### src/rtl/mem_bus_pkg.sv
// Shared types and default address map for the RAM / switch / LED memory bus.
package mem_bus_pkg;

   // Default I/O addresses (bit 8 set means "not RAM")
   localparam logic [8:0] LED_ADDR = 9'h100;
   localparam logic [8:0] SW_ADDR  = 9'h140;

   typedef enum logic [1:0] {
      MNONE  = 2'b00,
      MREAD  = 2'b01,
      MWRITE = 2'b10
   } mem_cmd_t;

   typedef enum logic [1:0] {
      IDLE   = 2'b00,
      ACCESS = 2'b01,
      RESP   = 2'b10
   } arb_state_t;

   typedef enum logic {
      CPU = 1'b0,
      DBG = 1'b1
   } owner_t;

   // Round-robin pick: a lone requester wins; on a tie the side that did not
   // own the bus last time wins.
   function automatic owner_t pick_owner(input logic cpu_pend, input logic dbg_pend,
                                         input owner_t last);
      if (cpu_pend && dbg_pend) return (last == DBG) ? CPU : DBG;
      else if (dbg_pend)        return DBG;
      else                      return CPU;
   endfunction

endpackage

### src/rtl/mem_io_regs.sv
// LED register, switch read path and RAM-versus-I/O decode for the latched
// bus address.
module mem_io_regs #(
   parameter int                    DATA_WIDTH = 16,
   parameter int                    ADDR_WIDTH = 9,
   parameter logic [ADDR_WIDTH-1:0] LED_ADDR   = mem_bus_pkg::LED_ADDR,
   parameter logic [ADDR_WIDTH-1:0] SW_ADDR    = mem_bus_pkg::SW_ADDR
) (
   input  logic                  clk,
   input  logic                  reset,
   input  logic [ADDR_WIDTH-1:0] addr,       // latched transaction address
   input  logic                  wr_en,      // high only in ACCESS of a write
   input  logic [7:0]            led_wdata,
   input  logic [DATA_WIDTH-1:0] ram_dout,
   input  logic [7:0]            sw,
   output logic                  is_ram,
   output logic [DATA_WIDTH-1:0] rd_data,
   output logic [7:0]            led
);

   logic [7:0] led_d, led_q;

   assign is_ram = ~addr[ADDR_WIDTH-1];
   assign led    = led_q;

   // LED load on a write to its address; other I/O writes fall on the floor
   always_comb begin
      led_d = led_q;
      if (wr_en && addr == LED_ADDR) led_d = led_wdata;
   end

   // LED register, cleared by reset
   always_ff @(posedge clk or posedge reset) begin
      if (reset) led_q <= '0;
      else       led_q <= led_d;
   end

   // Read mux: RAM, switches, LED readback, else zero
   always_comb begin
      rd_data = '0;
      if (is_ram)                rd_data = ram_dout;
      else if (addr == SW_ADDR)  rd_data = {{(DATA_WIDTH-8){1'b0}}, sw};
      else if (addr == LED_ADDR) rd_data = {{(DATA_WIDTH-8){1'b0}}, led_q};
   end

endmodule

### src/rtl/mem_bus_arbiter.sv
// Two-master (CPU / debug) arbiter for the single-port RAM and switch/LED I/O.
// Every access runs IDLE -> ACCESS -> RESP; the winner gets a one-cycle
// ready/valid pulse in RESP with read data muxed from RAM or I/O.
module mem_bus_arbiter #(
   parameter int                    DATA_WIDTH = 16,
   parameter int                    ADDR_WIDTH = 9,
   parameter logic [ADDR_WIDTH-1:0] LED_ADDR   = mem_bus_pkg::LED_ADDR,
   parameter logic [ADDR_WIDTH-1:0] SW_ADDR    = mem_bus_pkg::SW_ADDR
) (
   input  logic                  clk,
   input  logic                  reset,
   input  logic [1:0]            cpu_cmd,
   input  logic [ADDR_WIDTH-1:0] cpu_addr,
   input  logic [DATA_WIDTH-1:0] cpu_wdata,
   output logic [DATA_WIDTH-1:0] cpu_rdata,
   output logic                  cpu_ready,
   input  logic                  dbg_req,
   input  logic                  dbg_we,
   input  logic [ADDR_WIDTH-1:0] dbg_addr,
   input  logic [DATA_WIDTH-1:0] dbg_wdata,
   output logic [DATA_WIDTH-1:0] dbg_rdata,
   output logic                  dbg_valid,
   output logic [ADDR_WIDTH-2:0] ram_addr,
   output logic                  ram_write,
   output logic [DATA_WIDTH-1:0] ram_din,
   input  logic [DATA_WIDTH-1:0] ram_dout,
   input  logic [7:0]            SW,
   output logic [7:0]            LEDR
);
   import mem_bus_pkg::*;

   arb_state_t            state_d, state_q;
   owner_t                owner_d, owner_q;
   owner_t                last_owner_d, last_owner_q;
   owner_t                grant;
   logic                  wr_d, wr_q;
   logic [ADDR_WIDTH-1:0] addr_d, addr_q;
   logic [DATA_WIDTH-1:0] din_d, din_q;
   logic                  cpu_ready_d, cpu_ready_q;
   logic                  dbg_valid_d, dbg_valid_q;
   logic                  cpu_pend, dbg_pend;
   logic                  io_is_ram;
   logic [DATA_WIDTH-1:0] io_rd_data, resp_data;

   assign cpu_pend = (cpu_cmd != MNONE);
   assign dbg_pend = dbg_req;
   assign grant    = pick_owner(cpu_pend, dbg_pend, last_owner_q);

   // Next-state: latch the winner's request at grant, pulse ready on the way to RESP
   always_comb begin
      state_d      = state_q;
      owner_d      = owner_q;
      last_owner_d = last_owner_q;
      wr_d         = wr_q;
      addr_d       = addr_q;
      din_d        = din_q;
      cpu_ready_d  = 1'b0;
      dbg_valid_d  = 1'b0;
      case (state_q)
         IDLE: begin
            if (cpu_pend || dbg_pend) begin
               owner_d      = grant;
               last_owner_d = grant;
               if (grant == CPU) begin
                  wr_d   = (cpu_cmd == MWRITE);
                  addr_d = cpu_addr;
                  din_d  = cpu_wdata;
               end else begin
                  wr_d   = dbg_we;
                  addr_d = dbg_addr;
                  din_d  = dbg_wdata;
               end
               state_d = ACCESS;
            end
         end
         ACCESS: begin
            cpu_ready_d = (owner_q == CPU);
            dbg_valid_d = (owner_q == DBG);
            state_d     = RESP;
         end
         RESP:    state_d = IDLE;
         default: state_d = IDLE;
      endcase
   end

   // FSM, arbitration history, latched request and registered completion pulses
   always_ff @(posedge clk or posedge reset) begin
      if (reset) begin
         state_q      <= IDLE;
         owner_q      <= CPU;
         last_owner_q <= DBG;   // CPU wins the first tie
         wr_q         <= 1'b0;
         addr_q       <= '0;
         din_q        <= '0;
         cpu_ready_q  <= 1'b0;
         dbg_valid_q  <= 1'b0;
      end else begin
         state_q      <= state_d;
         owner_q      <= owner_d;
         last_owner_q <= last_owner_d;
         wr_q         <= wr_d;
         addr_q       <= addr_d;
         din_q        <= din_d;
         cpu_ready_q  <= cpu_ready_d;
         dbg_valid_q  <= dbg_valid_d;
      end
   end

   mem_io_regs #(
      .DATA_WIDTH (DATA_WIDTH),
      .ADDR_WIDTH (ADDR_WIDTH),
      .LED_ADDR   (LED_ADDR),
      .SW_ADDR    (SW_ADDR)
   ) u_io (
      .clk       (clk),
      .reset     (reset),
      .addr      (addr_q),
      .wr_en     ((state_q == ACCESS) && wr_q),
      .led_wdata (din_q[7:0]),
      .ram_dout  (ram_dout),
      .sw        (SW),
      .is_ram    (io_is_ram),
      .rd_data   (io_rd_data),
      .led       (LEDR)
   );

   // RAM strobe comes only from flops, so an async reset before the ACCESS
   // edge drops state to IDLE and kills the write.
   assign ram_addr  = addr_q[ADDR_WIDTH-2:0];
   assign ram_din   = din_q;
   assign ram_write = (state_q == ACCESS) && wr_q && io_is_ram;

   // RAM read data only arrives in RESP, so the return path is combinational
   assign resp_data = ((state_q == RESP) && !wr_q) ? io_rd_data : '0;
   assign cpu_rdata = (owner_q == CPU) ? resp_data : '0;
   assign dbg_rdata = (owner_q == DBG) ? resp_data : '0;
   assign cpu_ready = cpu_ready_q;
   assign dbg_valid = dbg_valid_q;

endmodule
### config.mk
export PLATFORM = sky130hd
export DESIGN_NAME = mem_bus_arbiter
export DESIGN_NICKNAME = d
export VERILOG_FILES = /design/src/rtl/mem_bus_pkg.sv /design/src/rtl/mem_io_regs.sv /design/src/rtl/mem_bus_arbiter.sv
export SDC_FILE = /design/constraint.sdc
export NUM_CORES = 1
export LEC_CHECK = 0
export BUFFER_PORTS_ARGS = -buffer_cell sky130_fd_sc_hd__buf_4
export CORE_MARGIN = 2
export CORE_UTILIZATION = 46
export CTS_CLUSTER_SIZE = 24
export DETAILED_ROUTE_END_ITERATION = 10
export HOLD_SLACK_MARGIN = 0.03
export PLACE_DENSITY = 0.91
export SLEW_MARGIN = 15
export SYNTH_ARGS = -nofsm -noshare
export SYNTH_HDL_FRONTEND = slang
export SYNTH_SLANG_ARGS = --single-unit
export TNS_END_PERCENT = 10
### constraint.sdc
create_clock -name clk -period 3.2 [get_ports clk]
set_input_delay 0.48 -clock clk [delete_from_list [all_inputs] [get_ports clk]]
set_output_delay 0.48 -clock clk [all_outputs]
set_load 0.02 [all_outputs]
Word level (Yosys, flattened, before mapping):

Index checks and enable logic that the tools add are counted.
Widths: inputs -> output; s select.

* reduce and logical (&&, ||, !) cells: 10
* mux-type cells: 16
* divide/modulo/power cells: 0
* shift operators: 0
* equal/unequal tests: 6
* $add $sub $neg: 0
* bitwise logic cells: 2
* multipliers: 0
* order comparisons: 0

Operator list (number)
* $mux 16: 6
* $eq 9x9->1 const B: 2
* $mux 9: 1
* $mux 8: 1
* $mux 1: 6
* $logic_and 1x1->1: 5
* $eq 2x2->1 const B: 2
* $pmux 2 s2: 1
* $eq 2x1->1 const B: 1
* $logic_not 2->1: 1
* $mux 2: 1
* $ne 2x2->1 const B: 1
* $not 1->1: 2
* $reduce_and 2->1: 1
* $reduce_bool 2->1: 1
* $logic_not 1->1: 1
* $logic_or 1x1->1: 1

* bits in read-only memories: 0
* bits of input ports: 80
* bits in latches: 0
* RAM bits: 0
* output and inout port bits: 67
* register bits after elaboration: 40
* memories: 0
* logic and storage cells: 43

Logic depth before layout (Yosys ltp):

* depth in word-level cells: 6
* depth in mapped cells: 7
* mapped depth without buffers: 3

Cells and area by module:

A second synthesis with hierarchy kept.

* cell total of the unflattened synthesis: 260
* area, all modules: 2448.6 µm²

By module, submodules not included
* mem_bus_arbiter: area an instance 1853.0 µm², seq. area each 802.0 µm², times used 1, cells an instance 213
* mem_io_regs: area an instance 595.6 µm², seq. area each 200.2 µm², times used 1, cells an instance 47

Least setup slack after synthesis:

Ideal clock, no wire load.

* path kind: register -> output
* start point: register wr_q
* end point: output port cpu_rdata[10]
* path slack: 1241 ps
* buffers on the path: 0
* data required time: 2720 ps
* arrival: 1479 ps
* cell stages (with the launch flop): 4
* path through: dfrtp_1 > or3b_2 > nor3_1 > and2_1

* word-level cells in the longest chain between the ends: 4

RTL lines
* start: declaration: RTL line mem_bus_arbiter.sv:36 `logic wr_d, wr_q;`
* start signal: assignment: RTL line mem_bus_arbiter.sv:101 `wr_q <= wr_d;`
* $logic_not 1->1: RTL line mem_bus_arbiter.sv:134 `assign resp_data = ((state_q == RESP) && !wr_q) ? io_rd_data : '0;`
* $logic_and 1x1->1: RTL line mem_bus_arbiter.sv:134
* $mux 16: RTL line mem_bus_arbiter.sv:134
* $mux 16: RTL line mem_bus_arbiter.sv:135 `assign cpu_rdata = (owner_q == CPU) ? resp_data : '0;`
* end: declaration: RTL line mem_bus_arbiter.sv:15 `output logic [DATA_WIDTH-1:0] cpu_rdata,`

Every way passes these cells.

Worst setup path in the final report:

* start point: register wr_q
* end point: output port cpu_rdata[15]

The elaborated chain is that of the path after synthesis.

==> reports/qor.yml <==
status: "finished clean"
syn_nets: 334
relSlewSlack: 0.4404
drv_cap: 0
dp_hpwl_um: 5321
yosysWarnings: 0
multi_input_area_sq_um: 1144
synth_cell_type_count: 31
synth-seq-cells: 40
num_io_pins: 147
cts_buffers: 5
nNetsFinal: 464
std_cell_rows: 25
required_ns: 2.72
vias_per_cell: 5.460
core_area_sq_um: 4817
final-setup-viol-count: 0
async_flop_share: 1.000
start_util: 0.4834
vdd_drop_max_mv: 0.4675
crit_arrival_ns: 2.07
insertion_delay_ns: 0.28
cts.sinks: 40
syn_inst: 254
dr_total_vias: 2468
synth_edf_count: 0
clk_pin_slew_worst_paths_ns: 0.07
grt_pass1_wl_um: 10920
drt-total-wl_um: 7143
rrSetupSlack_ns: 1.39
gp_congestion: 0.7596
synth.most_common_cell: "dfrtp_1"
num_antenna_cells: 0
ant_nets: 0
critPathKind: "reg2out"
fp.dieW_um: 75.15
cts.repair.resized: 0
max_clock_freq_mhz: 392.4
pwr_density_cell_nw_per_um2: 757.9
hold_path_class: "in2async"
drt_iter0_markers: 148
power.leakage_nw: 1.656
route.detailed.drc: 0
cts_setup_buffers: 0
synthFlopType: "dfrtp_1"
grt_pass1_vias: 2324
slew_violations: 0
synth_top_area_share: 0.4191
post-route-util: 0.7200
track_usage: 0.2525
die_h_um: 75.15
clk_path_buf_depth: 2
seq_area_sq_um: 1002
cp-end-kind: "output port"
final.period_utilization: 0.7963
grt_overflow: 0
portBuffers: 146
min_period_ns: 2.548
ctsHoldBuffers: 0
fin_setup_tns_ns: 0
ys_top_cells_by_area: "dfrtp_1, mux2_2, a31oi_1"
root_buffer: "clkbuf_8"
grt_start_max_net_pins: 41
ys_seq_area_frac: 0.4304
synth_area_sq_um: 2328
hold_viol_final: 0
cts.htree.levels: 2
antenna_found_initial: 0
layout-drive-gt1-share: 0.4649
worstMarginPinSlew_ns: 0.8394
cts_tree: "yes"
avgSynthCellArea_sq_um: 9.167
fillers: 413
rsz0062_at_grt: "false"
yosysTopAreaCell: "dfrtp_1"
critPathLaunchType: "register"
dr.pass1.iters: 4
crit_fanout: 8
dieArea_sq_um: 5647
wl_per_cell_um: 15.80
clock_skew_ns: 0.003304
areaGrowthSynthToFinish_pct: 48.95
synth_common_cells: "dfrtp_1, o21ai_0, nand3_1"
-- cell usage in the layout, fill, tap and decap left out, types with 2 or more instances in the layout --
cell	n
clkbuf_1	2
nand3_1	26
nor2b_1	2
buf_4	149
mux2_2	16
dfrtp_1	39
nor3_1	2
a21oi_1	25
nor2_1	16
a31oi_1	25
inv_1	6
nand2_1	2
a32oi_1	8
and2_1	18
o21ai_0	27
clkbuf_8	6
clkinv_1	2
-- critical path: stages (launching register included) --
cell and delay, ns:
dfrtp_1 0.42, or3b_2 0.49, nor3_1 0.51, and2_1 0.22, buf_4 0.14
-- metrics by stage --
step	power, mW	std cells	worst slack (ns)	instance area (sq um)	hold WS [ns]
after floorplan	1.820	254	1.241	2328	0.4737
after global placement	2.246	444	1.013	3378	0.4953
after detailed placement	2.295	444	0.9745	3378	0.5306
after CTS	2.634	452	0.6571	3468	0.3265
after global routing	2.808	452	0.4821	3468	0.3436
final	2.629	452	0.6517	3468	0.3124
-- logic make-up (layout without fill, tap and decap cells) --
logic type,after synthesis,in the layout,synth area share
buf+inv,34,165,0.08114
flops,40,40,0.4304
mux,16,16,0.07738
simple gates,75,75,0.1891
compound gates,89,89,0.2219
-- layer usage --
metal | up-vias | global-route usage | wire, um
met5 | - | 0 | 0
met2 | 99 | 0.4620 | 3784
met4 | 0 | 0.04483 | 50
met1 | 1176 | 0.3087 | 2855
met3 | 4 | 0.05622 | 453
li1 | 1189 | - | -
-- area by class of cell --
type	count	share of cell area
repair buffers	149	0.3225
multi-input cells	180	0.3297
flip-flops and latches	40	0.2890
inverters	8	0.008658
well taps	67	0.02417
clock buffers	8	0.02597
-- sequential cells by signal, indices dropped and copies added (netlist names) --
name	flops
owner_q	1
cpu_ready	1
wr_q	1
dbg_valid	1
addr_q	9
last_owner_q	1
state_q	2
ram_din	16
u_io.led	8
-- worst paths after layout --
path / startpoint / cells past startpoint / to
setup reg to reg: addr_q[0] / 3 / u_io.led[0]
max in group asynchronous: reset / 3 / last_owner_q
setup / recovery: wr_q / 4 / cpu_rdata[15]
hold / removal: reset / 3 / owner_q
min in group clk: dbg_we / 3 / wr_q
hold reg to reg: last_owner_q / 2 / last_owner_q
-- report_power, final --
group / internal [mW] / switching [mW]
Clock: 0.176 / 0.164
Sequential: 0.716 / 0.215
Combinational: 0.572 / 0.786
Total: 1.46 / 1.16
No activity file was read; power rests on OpenSTA's default activity.
